`src/rtl/multdiv_unit.sv`:
```
`default_nettype none
// ============================================================================
//  Module   : multdiv_unit
//  Purpose  : Multi-cycle signed multiplier / divider for the execute stage.
//             Multiply is radix-2 shift-add on operand magnitudes, divide is
//             restoring shift-subtract on magnitudes; the sign is applied in
//             the final (DONE) cycle. One iteration per clock, WIDTH
//             iterations, result registered WIDTH+1 edges after the start.
//  Ports    : clock          - rising-edge clock
//             reset_n        - asynchronous active-low reset
//             data_operandA  - multiplicand / dividend (two's complement)
//             data_operandB  - multiplier / divisor (two's complement)
//             ctrl_MULT      - start-multiply pulse
//             ctrl_DIV       - start-divide pulse
//             data_result    - low WIDTH bits of product, or quotient
//             data_exception - multiply overflow, divide-by-zero or
//                              most-negative / -1
//             data_resultRDY - one-cycle completion pulse
//             busy           - operation in flight (through the RDY cycle)
//  Revision : 1.0 - initial release
// ============================================================================
module multdiv_unit #(
  parameter int WIDTH = 32
) (
  input  logic             clock,
  input  logic             reset_n,
  input  logic [WIDTH-1:0] data_operandA,
  input  logic [WIDTH-1:0] data_operandB,
  input  logic             ctrl_MULT,
  input  logic             ctrl_DIV,
  output logic [WIDTH-1:0] data_result,
  output logic             data_exception,
  output logic             data_resultRDY,
  output logic             busy
);

  typedef enum logic [1:0] {
    S_IDLE = 2'd0,
    S_RUN  = 2'd1,
    S_DONE = 2'd2
  } state_e;

  localparam logic [5:0] c_cnt_last = 6'(WIDTH - 1);

  state_e             state_q,  state_d;
  logic [5:0]         cnt_q,    cnt_d;
  logic               is_div_q, is_div_d;
  logic               sign_a_q, sign_a_d;
  logic               sign_b_q, sign_b_d;
  // Multiplicand magnitude (multiply) or divisor magnitude (divide).
  logic [WIDTH-1:0]   mag_q,    mag_d;
  // Multiply: {accumulator high half, multiplier shifting out of the bottom}.
  // Divide:   {remainder, quotient shifting in at the bottom}.
  logic [2*WIDTH-1:0] acc_q,    acc_d;
  logic [WIDTH-1:0]   result_q, result_d;
  logic               exc_q,    exc_d;
  logic               rdy_q,    rdy_d;

  logic               w_start;
  logic [WIDTH-1:0]   w_mag_a;
  logic [WIDTH-1:0]   w_mag_b;
  logic [WIDTH:0]     w_sum;
  logic [2*WIDTH-1:0] w_mul_next;
  logic [2*WIDTH-1:0] w_shl;
  logic [WIDTH:0]     w_diff;
  logic [2*WIDTH-1:0] w_div_next;
  logic               w_neg;
  logic [2*WIDTH-1:0] w_prod_s;
  logic [WIDTH:0]     w_prod_top;
  logic               w_mul_exc;
  logic [WIDTH-1:0]   w_quo;
  logic               w_div_exc;

  // Exactly one start line high; both high together is ignored.
  assign w_start = ctrl_MULT ^ ctrl_DIV;

  // Negating the most-negative value yields the same bit pattern, which read
  // as unsigned is its correct magnitude.
  assign w_mag_a = data_operandA[WIDTH-1] ? -data_operandA : data_operandA;
  assign w_mag_b = data_operandB[WIDTH-1] ? -data_operandB : data_operandB;

  // Shift-add step: the carry out of the add becomes the new top bit.
  assign w_sum      = {1'b0, acc_q[2*WIDTH-1:WIDTH]} + {1'b0, mag_q};
  assign w_mul_next = acc_q[0] ? {w_sum, acc_q[WIDTH-1:1]}
                               : {1'b0, acc_q[2*WIDTH-1:1]};

  // Restoring step: the remainder stays below the divisor magnitude, so the
  // shifted remainder always fits in WIDTH bits; the extra bit of the trial
  // difference is the borrow.
  assign w_shl      = {acc_q[2*WIDTH-2:0], 1'b0};
  assign w_diff     = {1'b0, w_shl[2*WIDTH-1:WIDTH]} - {1'b0, mag_q};
  assign w_div_next = w_diff[WIDTH] ? w_shl
                                    : {w_diff[WIDTH-1:0], w_shl[WIDTH-1:1], 1'b1};

  // Sign correction and exception detection, used in the DONE cycle.
  assign w_neg      = sign_a_q ^ sign_b_q;
  assign w_prod_s   = w_neg ? -acc_q : acc_q;
  assign w_prod_top = w_prod_s[2*WIDTH-1:WIDTH-1];
  assign w_mul_exc  = ~((&w_prod_top) | ~(|w_prod_top));
  assign w_quo      = acc_q[WIDTH-1:0];
  // A positive quotient with the top bit set can only be min / -1.
  assign w_div_exc  = (mag_q == '0) | (~w_neg & w_quo[WIDTH-1]);

  always_comb begin
    state_d  = state_q;
    cnt_d    = cnt_q;
    is_div_d = is_div_q;
    sign_a_d = sign_a_q;
    sign_b_d = sign_b_q;
    mag_d    = mag_q;
    acc_d    = acc_q;
    result_d = result_q;
    exc_d    = exc_q;
    rdy_d    = 1'b0;

    if (w_start) begin
      // A start in any state (including DONE) restarts from scratch and
      // suppresses completion of whatever was in flight.
      state_d  = S_RUN;
      cnt_d    = 6'd0;
      is_div_d = ctrl_DIV;
      sign_a_d = data_operandA[WIDTH-1];
      sign_b_d = data_operandB[WIDTH-1];
      mag_d    = ctrl_DIV ? w_mag_b : w_mag_a;
      acc_d    = {{WIDTH{1'b0}}, (ctrl_DIV ? w_mag_a : w_mag_b)};
    end else begin
      case (state_q)
        S_RUN: begin
          acc_d = is_div_q ? w_div_next : w_mul_next;
          cnt_d = cnt_q + 6'd1;
          if (cnt_q == c_cnt_last) begin
            state_d = S_DONE;
          end
        end
        S_DONE: begin
          if (is_div_q) begin
            exc_d    = w_div_exc;
            result_d = w_div_exc ? '0 : (w_neg ? -w_quo : w_quo);
          end else begin
            exc_d    = w_mul_exc;
            result_d = w_prod_s[WIDTH-1:0];
          end
          rdy_d   = 1'b1;
          state_d = S_IDLE;
        end
        default: begin
          state_d = S_IDLE;
        end
      endcase
    end
  end

  always_ff @(posedge clock or negedge reset_n) begin
    if (!reset_n) begin
      state_q  <= S_IDLE;
      cnt_q    <= 6'd0;
      is_div_q <= 1'b0;
      sign_a_q <= 1'b0;
      sign_b_q <= 1'b0;
      mag_q    <= '0;
      acc_q    <= '0;
      result_q <= '0;
      exc_q    <= 1'b0;
      rdy_q    <= 1'b0;
    end else begin
      state_q  <= state_d;
      cnt_q    <= cnt_d;
      is_div_q <= is_div_d;
      sign_a_q <= sign_a_d;
      sign_b_q <= sign_b_d;
      mag_q    <= mag_d;
      acc_q    <= acc_d;
      result_q <= result_d;
      exc_q    <= exc_d;
      rdy_q    <= rdy_d;
    end
  end

  assign data_result    = result_q;
  assign data_exception = exc_q;
  assign data_resultRDY = rdy_q;
  // Busy covers the RDY cycle so the pipeline stalls until it captures.
  assign busy           = (state_q != S_IDLE) | rdy_q;

endmodule
`default_nettype wire
```
`config.mk`:
```
export PLATFORM = sky130hd
export DESIGN_NAME = multdiv_unit
export DESIGN_NICKNAME = d
export VERILOG_FILES = /design/src/rtl/multdiv_unit.sv
export SDC_FILE = /design/constraint.sdc
export NUM_CORES = 1
export LEC_CHECK = 0
export ABC_AREA = 1
export CORE_MARGIN = 4
export CORE_UTILIZATION = 45
export DETAILED_ROUTE_END_ITERATION = 16
export HOLD_SLACK_MARGIN = 0.05
export PLACE_DENSITY = 0.69
export SLEW_MARGIN = 40
export SYNTH_ARGS = -nofsm -noshare
export SYNTH_HDL_FRONTEND = slang
export SYNTH_SLANG_ARGS = --single-unit
```
`constraint.sdc`:
```
create_clock -name clock -period 7.3 [get_ports clock]
set_clock_uncertainty 0.2 [all_clocks]
set_input_delay 2.19 -clock clock [delete_from_list [all_inputs] [get_ports clock]]
set_output_delay 2.19 -clock clock [all_outputs]
set_load 0.02 [all_outputs]
```
==> summary.txt, run 1 <==
Logic synthesis
  • Syn. warnings: 0
  • Post-Syn Area: 14600 µm²
  • Mapped Nets: 2456
  • Ys async rst share: 100%
  • Post-synthesis cell count: 2318
  • Number of synthesized flops with an enable pin: 0
  • Syn Area/Cell: 6.28 µm²
  • Synth cell types: 63
  • Top FF cell, synth: dfrtp_1
  • Sequential area share after synthesis: 24.2%
  • Flops & latches, synth: 141

Detailed routing
  • Initial DRC count: 2182
  • Drt pass-1 iters: 6
  • Residual DRC: 0
  • DRT Wirelength: 57400 µm
  • Final antenna-violating net count: 0
  • Via density: 5.81
  • Average routed wire per standard cell: 20.6 µm
  • Vias: 16200

Layout
  • Final #Nets: 2517
  • Commonest non-fill, non-tap cell in the layout: nand2_1
  • Share of cells above drive strength 1: 4.85%
  • Most frequent cells in the layout: nand2_1, nor2_1, inv_1, o21ai_0, dfrtp_1
  • Number of diodes: 0
  • Area grow syn2layout: 13.2%

Placed design
  • Placer Congestion: 1.02
  • DP Wirelength: 45900 µm
  • IO Port Bufs: 102

CTS
  • Skew-Pair Late Insertion Delay: 440 ps
  • Clock root buffer: clkbuf_16
  • Num CTS Buffers: 17
  • Setup bufs post-CTS: 0
  • CTS Hold Bufs: 0
  • Clock Pin Slew Worst Setup and Hold Paths: 70 ps
  • H-tree depth: 4
  • Clock buffer depth: 2
  • Clk sinks: 141
  • # resized after CTS: 0
  • CTS tree: done

Global routing
  • Largest net degree at the start of global routing: 99
  • Vias in the first global route: 14900
  • Gr usage total: 31.8%
  • GRT overflow: 0
  • Initial antenna violation count: 0
  • Global-route wire length before repair: 88200 µm

Power and ir drop
  • VDD IR-drop max: 0.000183 V
  • P_int: 2.65 mW
  • Comb pwr share: 59.6%
  • Switching Fraction: 53.8%
  • Leak Pwr: 7.83 nW
  • Sw Pwr: 3.09 mW
  • Clock Power Share: 15.9%
  • Flop pwr share: 24.5%
  • Tot Pwr: 5.75 mW
  • Cell Pwr Density: 349 nW/µm²

Worst setup path
  • Worst Setup Path Type: input port to flip-flop
  • CP startpoint kind: input port
  • Critical Path Fanout Max: 35
  • Worst Path Arrival: 5140 ps
  • CP endpoint kind: flip-flop
  • Worst EP required: 7450 ps
  • R2R Setup Slk: 3630 ps

Outcome
  • Outcome: completed

Timing
  • Count of final max-slew check failures: 0
  • Least-Margin Pin Slew: 816 ps
  • Setup TNS: 0 ps
  • Fmax: 201 MHz
  • Period utilisation layout: 68.3%
  • Final setup viols: 0
  • Hold WS: 326 ps
  • Final hold violations: 0
  • Slew headroom: 45.6%
  • Minimum clock period: 4980 ps
  • RSZ-0062 raised after global routing: false

Floorplan
  • Cell Rows: 65
  • Die H: 188 µm
  • Initial Utilization: 45.9%
  • Io pins: 103
  • Die X: 188 µm
  • Die ar.: 35300 µm²
  • Total core area: 31700 µm²

Flow run
  • Max Cap Viol: 0

Min path
  • Worst hold path type: flip-flop to flip-flop
## layout make-up
cell class / count / area (µm²)
multi-input cells: 1816 / 9630
well taps: 402 / 503
fillers: 3226 / 15200
clock buffers: 17 / 425
clock inverters: 15 / 174
inverters: 288 / 1080
repair buffers: 115 / 1140
flip-flops and latches: 141 / 3530
## stage by stage
stage	instance area [µm²]	worst slack, ps	cells	util, %
2_1_floorplan	14600	3270	2318	-
3_3_place_gp	15900	1660	2761	50.0
3_5_place_dp	15900	1970	2761	50.0
5_1_grt	16500	1980	2794	52.0
4_1_cts	16500	2420	2793	51.9
6_report	16500	2320	2794	52.0
## cell families after synthesis
| family | share of synthesized area (%) |
|---|---|
| xor gates and xnor gates | 7.74 |
| adders and majority gates | 6.12 |
| AOI/OAI and AO/OA | 19.6 |
| DFF | 24.2 |
| and+or+nand+nor | 32.6 |
| buffers and inverters | 9.73 |
## synthesized netlist by cell type (all sizes together) (4+ instances only)
cell type / instances / area, µm²
or2: 11 / 68.8
inv: 287 / 1080
ha: 68 / 851
nand3: 101 / 526
nor4: 12 / 75.1
o31ai: 5 / 37.5
nor3: 37 / 228
a21oi: 137 / 689
o21ai: 186 / 987
o22ai: 57 / 357
xnor2: 33 / 297
o221ai: 9 / 78.8
a31oi: 14 / 87.6
a21o: 9 / 67.6
xor2: 94 / 831
dfrtp: 141 / 3530
o211ai: 24 / 180
buf: 27 / 164
nand4: 42 / 269
a221oi: 6 / 52.6
o2111ai: 5 / 43.8
nand2: 628 / 2370
nand3b: 4 / 30.0
clkbuf: 46 / 173
o21bai: 5 / 37.5
a22oi: 8 / 60.1
a211oi: 4 / 35.0
a221o: 4 / 40.0
nor2: 298 / 1170
## worst paths after layout
check | depth (start not counted) | start | to
worst max-delay path | 12 | ctrl_DIV | data_result[31]$_DFFE_PN0P_
worst min-delay path | 3 | cnt_q[5]$_DFFE_PN0P_ | state_q[1]$_DFFE_PN0P_
worst max register to register | 14 | acc_q[31]$_DFFE_PN0P_ | acc_q[62]$_DFFE_PN0P_
worst min register to register | 3 | cnt_q[5]$_DFFE_PN0P_ | state_q[1]$_DFFE_PN0P_
max in group asynchronous | 3 | reset_n | acc_q[46]$_DFFE_PN0P_
min in group asynchronous | 1 | reset_n | mag_q[0]$_DFFE_PN0N_
## state kept, by name, indices dropped and copies added, names as in the netlist
name / flops
sign_a_q: 1
is_div_q: 1
acc_q: 64
mag_q: 32
cnt_q: 6
state_q: 2
data_result: 32
sign_b_q: 1
data_resultRDY: 1
data_exception: 1
## power groups by stage
stage / Clock, mW / Combinational, mW / Sequential [mW]
3_3_place_gp: 0 / 3.31 / 1.39
4_1_cts: 0.904 / 3.34 / 1.38
6_report: 0.913 / 3.43 / 1.41
3_5_place_dp: 0 / 3.32 / 1.39
5_1_grt: 0.938 / 3.76 / 1.43
2_1_floorplan: 0 / 2.20 / 1.34
## critical path, stage by stage
cell and delay [ps]:
clkdlybuf4s50_1 530, inv_2 80, nand2_1 520, inv_2 80
nor2_2 130, inv_2 240, nor3_4 180, buf_4 380
nand2_2 450, inv_1 180, nand2_1 60, o21ai_0 70
## per-layer routing
metal	track usage [%]	share of wire (%)	wire (µm)	up-vias
met3	5.58	9.6	5520	136
met1	48.4	47	26800	7468
met5	0	0	0	-
met4	11.0	4.0	2280	0
li1	-	-	-	7786
met2	45.0	40	22800	831
No activity file was read; power rests on OpenSTA's default activity.
==> inputs of run 2 (changes only) <==
==> constraint.sdc (replaced) <==
create_clock -name clock -period 5.22 [get_ports clock]
set_clock_uncertainty 0.2 [all_clocks]
set_input_delay 1.566 -clock clock [delete_from_list [all_inputs] [get_ports clock]]
set_output_delay 1.566 -clock clock [all_outputs]
set_load 0.02 [all_outputs]
==> summary.txt, run 2 (same netlist as run 1, synthesis figures left out) <==
Layout
  • Top reg by flops: acc_q
  • Final #Nets: 2525 (+0.32%)
  • Fillers: 3232 (+0.19%)
  • Max FFs per register: 64 (unchanged)
  • Number of diodes: 0 (unchanged)
  • Final instance area: 16600 µm² (+0.59%)
  • Area grow syn2layout: 13.9%
  • Commonest non-fill, non-tap cell in the layout: nand2_1
  • Most frequent cells in the layout: nand2_1, nor2_1, inv_1, o21ai_0, dfrtp_1
  • Finished Layout Cells: 2802 (+0.29%)
  • Share of cells above drive strength 1: 5.17% (+0.32 points)

Worst setup path
  • CP dominant cell by count: nand2_1
  • Worst Path Arrival: 4150 ps (-990 ps)
  • Worst EP required: 5350 ps (-2100 ps)
  • Critical Path Fanout Max: 23 (-34%)
  • R2R cell count: 16 (+2)
  • Worst r2r src: acc_q[31]$_DFFE_PN0P_
  • Slowest CP cell: dfrtp_1
  • CP startpoint kind: flip-flop
  • Reg2reg end: acc_q[60]$_DFFE_PN0P_
  • R2R Setup Slk: 1200 ps (-2430 ps)
  • CP endpoint kind: flip-flop
  • CP cell instances: inv_1, ha_1, fa_1, o21ai_2, a21oi_2, o21ai_2, nand4_1, nand2_1, nand2_1, nand2_1, buf_4, nand2_2, inv_2, a21oi_1, nand3_1, nand2_1
  • Crit. Startpoint: acc_q[31]$_DFFE_PN0P_
  • Worst Setup Path Type: flip-flop to flip-flop
  • Slowest Stage Delay on Critical Path: 500 ps (-30 ps)

Global routing
  • Global-route wire length before repair: 87200 µm (-1.1%)
  • Largest net degree at the start of global routing: 94 (-5.1%)
  • GRT overflow: 0 (unchanged)
  • Vias in the first global route: 15300 (+2.7%)
  • Gr usage total: 31.2% (-0.54 points)
  • Initial antenna violation count: 0 (unchanged)

Floorplan
  • Die ar.: 35300 µm² (unchanged)
  • Die X: 188 µm (unchanged)
  • Initial Utilization: 45.9% (unchanged)
  • Total core area: 31700 µm² (unchanged)
  • Cell Rows: 65 (unchanged)
  • Io pins: 103 (unchanged)
  • Die H: 188 µm (unchanged)

Power and ir drop
  • Sw Pwr: 4.21 mW (+36%)
  • Cell Pwr Density: 484 nW/µm² (+39%)
  • Comb pwr share: 58.3% (-1.3 points)
  • Leak Pwr: 7.88 nW (+0.67%)
  • Tot Pwr: 8.03 mW (+40%)
  • Flop pwr share: 24.7% (+0.2 points)
  • P_int: 3.82 mW (+44%)
  • Clock Power Share: 17.0% (+1.1 points)
  • Switching Fraction: 52.5% (-1.4 points)
  • VDD IR-drop max: 0.000235 V (+28%)

Timing
  • Period utilisation layout: 77.0%
  • Fmax: 249 MHz
  • Count of final max-slew check failures: 0 (unchanged)
  • RSZ-0062 raised after global routing: false
  • Slew headroom: 42.5% (-3.1 points)
  • Setup TNS: 0 ps (unchanged)
  • Minimum clock period: 4020 ps
  • Final setup viols: 0 (unchanged)
  • Hold WS: 332 ps (+5.31 ps)
  • Least-Margin Pin Slew: 854 ps (+37.9 ps)
  • Final hold violations: 0 (unchanged)

Detailed routing
  • Initial DRC count: 2027 (-7.1%)
  • Met3 wire length: 5670 µm (+2.7%)
  • Via density: 5.81 (about the same)
  • Routed wire length on met2: 23300 µm (+2.2%)
  • Drt pass-1 iters: 6 (unchanged)
  • Vias: 16300 (+0.30%)
  • Max Used Layer: met4
  • Average routed wire per standard cell: 20.0 µm (-2.9%)
  • DRT Wirelength: 55900 µm (-2.6%)
  • Residual DRC: 0 (unchanged)
  • Wl on met1: 24300 µm (-9.3%)
  • Final antenna-violating net count: 0 (unchanged)

CTS
  • Clock root buffer: clkbuf_16
  • Clk sinks: 141 (unchanged)
  • Clock Pin Slew Worst Setup and Hold Paths: 70 ps (about the same)
  • Skew-Pair Late Insertion Delay: 440 ps (about the same)
  • # resized after CTS: 0 (unchanged)
  • CTS tree: done
  • Setup bufs post-CTS: 0 (unchanged)
  • Clock buffer depth: 2 (unchanged)
  • Num CTS Buffers: 17 (unchanged)
  • H-tree depth: 4 (unchanged)
  • CTS Hold Bufs: 0 (unchanged)

Flow run
  • Max Cap Viol: 0 (unchanged)

Placed design
  • Placed instance area: 15900 µm² (+0.49%)
  • Placed Cells: 2770 (+0.33%)
  • DP Wirelength: 44800 µm (-2.6%)
  • Placer Congestion: 1.03 (+0.12%)
  • IO Port Bufs: 102 (unchanged)

Min path
  • Worst Hold End: data_exception$_DFFE_PN0P_
  • WHS Path Cells: 2 (-1)
  • Hold_sp: data_exception$_DFFE_PN0P_
  • Worst hold path type: flip-flop to flip-flop

Outcome
  • Outcome: completed
## run 2: through the flow
step	utilization, %	setup WS [ps]
after floorplan	-	1820
after global placement	50.2	926
after detailed placement	50.3	854
after CTS	52.3	1320
after global routing	52.3	986
final	52.3	1200
## run 2: final cells by class
cell class                 count  area, µm²  area share (%)
multi-input combinational   1816       9630            58.1
sequential                   141       3530            21.3
timing repair buffer         123       1200            7.21
inverter                     288       1080            6.52
tap                          402        503            3.03
clock buffer                  17        425            2.56
clock inverter                15        221            1.34
## run 2: power groups by stage
stage / Sequential (mW) / Combinational [mW] / Clock [mW]
after floorplan: 1.87 / 3.08 / 0
after global placement: 1.95 / 4.53 / 0
after detailed placement: 1.96 / 4.57 / 0
after CTS: 1.94 / 4.59 / 1.38
after global routing: 2.00 / 5.20 / 1.42
final: 1.98 / 4.68 / 1.37
## run 2: how the worst max path moves through the flow
| stage | cells after the start | slack, ps | end |
|---|---|---|---|
| 2_1_floorplan | 14 | 1820 | acc_q[30]$_DFFE_PN0P_ |
| 3_3_place_gp | 15 | 930 | acc_q[30]$_DFFE_PN0P_ |
| 3_5_place_dp | 15 | 850 | acc_q[30]$_DFFE_PN0P_ |
| 4_1_cts | 15 | 1320 | acc_q[30]$_DFFE_PN0P_ |
| 5_1_grt | 15 | 990 | acc_q[30]$_DFFE_PN0P_ |
| 6_report | 16 | 1200 | acc_q[60]$_DFFE_PN0P_ |
## run 2: critical path, delay by kind of cell, from the launching register on
kind,cells,cell delay [ps]
flops,1,500
compound gates,4,860
buf+inv,3,830
fa+ha+maj,2,690
simple gates,7,810
## run 2: routing by layer
metal	vias to the layer above	global-route usage, %
met5	-	0
met1	7452	44.4
li1	7817	-
met4	0	13.2
met2	861	46.6
met3	139	5.77
